[config.mk]
export PLATFORM = sky130hd
export DESIGN_NAME = mem_arbiter
export DESIGN_NICKNAME = d
export VERILOG_FILES = /design/src/rtl/mem_arbiter.sv
export SDC_FILE = /design/constraint.sdc
export NUM_CORES = 1
export LEC_CHECK = 0
export BUFFER_PORTS_ARGS = -buffer_cell sky130_fd_sc_hd__buf_2
export CAP_MARGIN = 20
export CORE_AREA = 5 5 295 297
export DETAILED_ROUTE_END_ITERATION = 6
export DIE_AREA = 0 0 300 302
export GPL_ROUTABILITY_DRIVEN = 0
export PLACE_DENSITY = 0.44
export SYNTH_ARGS = -nofsm -noshare
export SYNTH_HDL_FRONTEND = slang
export SYNTH_SLANG_ARGS = --single-unit
[constraint.sdc]
create_clock -name clk -period 5.2 [get_ports clk]
set_clock_uncertainty 0.2 [all_clocks]
set_input_delay 1.56 -clock clk [delete_from_list [all_inputs] [get_ports clk]]
set_output_delay 1.56 -clock clk [all_outputs]
set_load 0.02 [all_outputs]
[src/rtl/mem_arbiter.sv]
// Round-robin arbiter sharing one memory port between an I-cache and a D-cache.
// A dirty D miss runs a write-back phase followed by the refill read.
module mem_arbiter #(
    parameter int ADDR_W = 28,
    parameter int DATA_W = 128
) (
    input  logic              clk,
    input  logic              rst,
    input  logic              i_ren,
    input  logic [ADDR_W-1:0] i_addr,
    output logic [DATA_W-1:0] i_rdata,
    output logic              i_ready,
    input  logic              d_ren,
    input  logic              d_wen,
    input  logic [ADDR_W-1:0] d_raddr,
    input  logic [ADDR_W-1:0] d_waddr,
    input  logic [DATA_W-1:0] d_wdata,
    output logic [DATA_W-1:0] d_rdata,
    output logic              d_ready,
    output logic              mem_read,
    output logic              mem_write,
    output logic [ADDR_W-1:0] mem_addr,
    output logic [DATA_W-1:0] mem_wdata,
    input  logic [DATA_W-1:0] mem_rdata,
    input  logic              mem_ready
);

    typedef enum logic [2:0] {IDLE, I_RD, D_WB, D_RD, RESP} state_t;

    state_t            state;
    state_t            state_nxt;
    logic              last_d;     // 1 when D won the most recent grant
    logic              resp_d;     // requester owning the current transaction
    logic              d_rd_pend;
    logic [ADDR_W-1:0] d_raddr_q;
    logic              d_req;
    logic              grant_i;
    logic              grant_d;

    always_ff @(posedge clk) begin
        if (rst) state <= IDLE;
        else     state <= state_nxt;
    end

    always_comb begin
        d_req     = d_ren | d_wen;
        grant_i   = 1'b0;
        grant_d   = 1'b0;
        state_nxt = state;
        mem_read  = 1'b0;
        mem_write = 1'b0;
        i_ready   = 1'b0;
        d_ready   = 1'b0;
        case (state)
            IDLE: begin
                // On a tie the side that did not win last time is granted.
                if (d_req && (!i_ren || !last_d)) begin
                    grant_d   = 1'b1;
                    state_nxt = d_wen ? D_WB : D_RD;
                end else if (i_ren) begin
                    grant_i   = 1'b1;
                    state_nxt = I_RD;
                end
            end
            I_RD: begin
                mem_read = 1'b1;
                if (mem_ready) state_nxt = RESP;
            end
            D_WB: begin
                mem_write = 1'b1;
                if (mem_ready) state_nxt = d_rd_pend ? D_RD : RESP;
            end
            D_RD: begin
                mem_read = 1'b1;
                if (mem_ready) state_nxt = RESP;
            end
            RESP: begin
                i_ready   = ~resp_d;
                d_ready   = resp_d;
                state_nxt = IDLE;
            end
            default: state_nxt = IDLE;
        endcase
    end

    always_ff @(posedge clk) begin
        if (rst) begin
            last_d    <= 1'b0;
            resp_d    <= 1'b0;
            d_rd_pend <= 1'b0;
            d_raddr_q <= '0;
            mem_addr  <= '0;
            mem_wdata <= '0;
            i_rdata   <= '0;
            d_rdata   <= '0;
        end else begin
            if (grant_i) begin
                mem_addr <= i_addr;
                last_d   <= 1'b0;
                resp_d   <= 1'b0;
            end
            if (grant_d) begin
                mem_addr  <= d_wen ? d_waddr : d_raddr;
                mem_wdata <= d_wdata;
                d_raddr_q <= d_raddr;
                d_rd_pend <= d_ren;
                last_d    <= 1'b1;
                resp_d    <= 1'b1;
            end
            // Refill address is switched in only once the write-back completes.
            if (state == D_WB && mem_ready && d_rd_pend) mem_addr <= d_raddr_q;
            if (state == I_RD && mem_ready) i_rdata <= mem_rdata;
            if (state == D_RD && mem_ready) d_rdata <= mem_rdata;
        end
    end

endmodule

==> impl_metrics.ini <==
[outcome]
status = finished clean

[pwr]
ir_drop_mv = 0.228
power.density_nw_per_um2 = 417
clockPowerShare_pct = 40.5
p_int_mw = 6.62
combPwrFrac_pct = 19.1
power.share.switching_pct = 30.6
p_total_mw = 9.53
p_seq_share_pct = 40.4
p_leak_nw = 10.0
power.switching_mw = 2.92

[floorplanning]
num_io_pins = 762
die_height_um = 302
dieArea_sq_um = 90600
die_width_um = 300
std_cell_rows = 107
design.core.area_sq_um = 84300
start_util_pct = 19.2

[global_routing]
grt_pass1_wl_um = 102000
grt_pass1_vias = 15900
grt_overflow_total = 0
antenna_found_initial = 24
grt_start_max_net_pins = 125
grt.total_usage_pct = 14.4

[timing]
rsz0062_at_grt = false
setup_ws_ns = 1.66
setup_tns_ns = 0
hold_slack_ns = 0.249
setup_viol = 0
fmax_ghz = 0.283
fin_crit_ns = 3.54
slew_violations = 0
hold_violations = 0
period_share_pct = 68.0
worstMarginPinSlew_ns = 0.965
slew_headroom_pct = 35.5

[setup_path]
cp.arrival_ns = 1.78
critPathLaunchType = register
max_stage_delay_ns = 0.51
worstSetupPathType = register to output port
cp_max_fo = 15
cp_cell_sequence = nor4bb_1 > buf_2
cp_slowest_cell = dfxtp_1
required_ns = 3.44
crit_path_end_kind = output port

[cells_and_area]
fillers = 9457
fin_util_pct = 27.1
multi_input_area_sq_um = 6370
seq_area_sq_um = 8910
final_nets = 3083
areaGrowthSynthToFinish_pct = 41.4
fin_area_sq_um = 22800
instances_no_fill = 3883
layout-drive-gt1-share_pct = 32.2

[synthesis]
netlist_area_sq_um = 16200
yosysSeqAreaShare_pct = 55.1
syn_area_per_cell_sq_um = 7.89
ys_ff_latch = 445
yosysTopAreaCellShare_pct = 55.1
ys_warn_count = 0
synth_area_leader_cell = dfxtp_1
synth_cells = 2047
ys.flop_type = dfxtp_1
syn-num-nets = 2393
synth_area_leaders = dfxtp_1 (55%), nand2_1 (20%), a21oi_1 (14%)
synth_edf_count = 0
yosysUniqueCellTypes = 35
async_flop_share_pct = 0

[clock_network]
cts_tree = yes
cts_setup_buffers = 0
root_buffer = clkbuf_16
cts-resized-gates = 0
cts_num_sinks = 445
htree_levels = 2
clock_latency_ns = 0.58
cts_made_buffers = 53
clk_pin_slew_ns = 0.06
cts_hold_buf = 0
clock_path_buffers = 3

[route]
drt-initial-drc-count = 805
avgRoutedWirePerCell_um = 18.1
drcViolationCount = 0
drtAntennaViolNets = 0
drt-total-wl_um = 70100
vias_per_cell = 4.20
drtPass1Iterations = 5
vias = 16300

[place]
dp_hpwl_um = 51400
dp_cells = 3772
postPlaceCellArea_sq_um = 21000
port_buffers = 761
post-place-ws_ns = 1.44

[flow_run]
maxCapViolations = 0

[hold_path]
hold_class = register to register
[worst max-delay path, delay by kind of cell, from the launching register on]
kind	cells	cell delay (ns)
buffers and inverters	1	0.25
DFF	1	0.51
and+or+nand+nor	1	0.42
[area by class of cell]
| class | instances | share of cell area, % |
|---|---|---|
| Sequential cell | 445 | 39.0 |
| Inverter | 29 | 0.477 |
| Multi-Input combinational cell | 1413 | 27.9 |
| Tap cell | 1090 | 5.97 |
| Clock inverter | 14 | 0.794 |
| Timing Repair Buffer | 795 | 18.4 |
| Antenna cell | 14 | 0.153 |
| Clock buffer | 83 | 7.27 |
[cells in the final DEF, fill, tap and decap left out, types with 2 or more instances in the layout]
cell type / n
nand2_1: 849
buf_2: 760
dfxtp_1: 445
a21oi_1: 437
clkbuf_16: 54
nor3_1: 31
inv_1: 29
mux2i_1: 29
buf_4: 23
o221ai_1: 21
clkbuf_8: 20
diode_2: 14
buf_12: 11
nor2_1: 9
clkbuf_1: 9
a211oi_1: 7
a2111oi_1: 7
clkinv_2: 6
bufinv_16: 3
nor3b_1: 2
or2_2: 2
[synthesized netlist by cell type (all sizes together) (3+ instances only)]
cell type	number
mux2i	29
clkbuf	75
a211oi	7
nand2	849
dfxtp	445
a21oi	437
a2111oi	7
buf	85
nor2	10
inv	29
nor3	31
or2	3
o221ai	21
[sequential cells by signal, summed over array words and instances (netlist names)]
signal     count
d_raddr_q     28
d_rd_pend      1
d_rdata      128
i_rdata      128
mem_addr      28
mem_wdata    128
resp_d         1
state          3
[power groups by stage]
stage	logic [mW]	clock network (mW)	registers, mW
2_1_floorplan	0.819	0	4.20
3_3_place_gp	1.86	0	3.92
3_5_place_dp	1.86	0	3.92
4_1_cts	1.86	4.02	3.85
5_1_grt	1.99	4.15	3.89
6_report	1.82	3.86	3.85
[routing by layer]
layer  up-vias  part of all wire, %  global-route usage [%]  wire length [um]
li1       8078                    -                       -                 -
met1      7529                   40                    17.1             28200
met2       567                   48                    24.4             33400
met3       109                  9.5                    5.36              6670
met4        18                  2.4                    4.07              1700
met5         -                 0.18                       0               123
[path summary, 6_finish.rpt]
| kind | startpoint | endpoint | slack (ns) | cells after the start |
|---|---|---|---|---|
| min reg2reg | mem_wdata[110] | mem_wdata[110] | 0.25 | 2 |
| max reg2reg | state[0] | mem_wdata[62] | 2.30 | 5 |
| min | mem_wdata[110] | mem_wdata[110] | 0.25 | 2 |
| max | state[0] | d_ready | 1.66 | 2 |
[logic make-up (layout without fill, tap and decap cells)]
kind of cell	count (synthesis)	count (layout)	share of synthesized area [%]
other cells	0	14	0
mux	29	29	1.80
flops	445	445	55.1
buf+inv	189	921	5.68
simple gates	907	907	21.7
compound gates	477	477	15.7
Note: power is estimated with default switching activity, not from simulation.
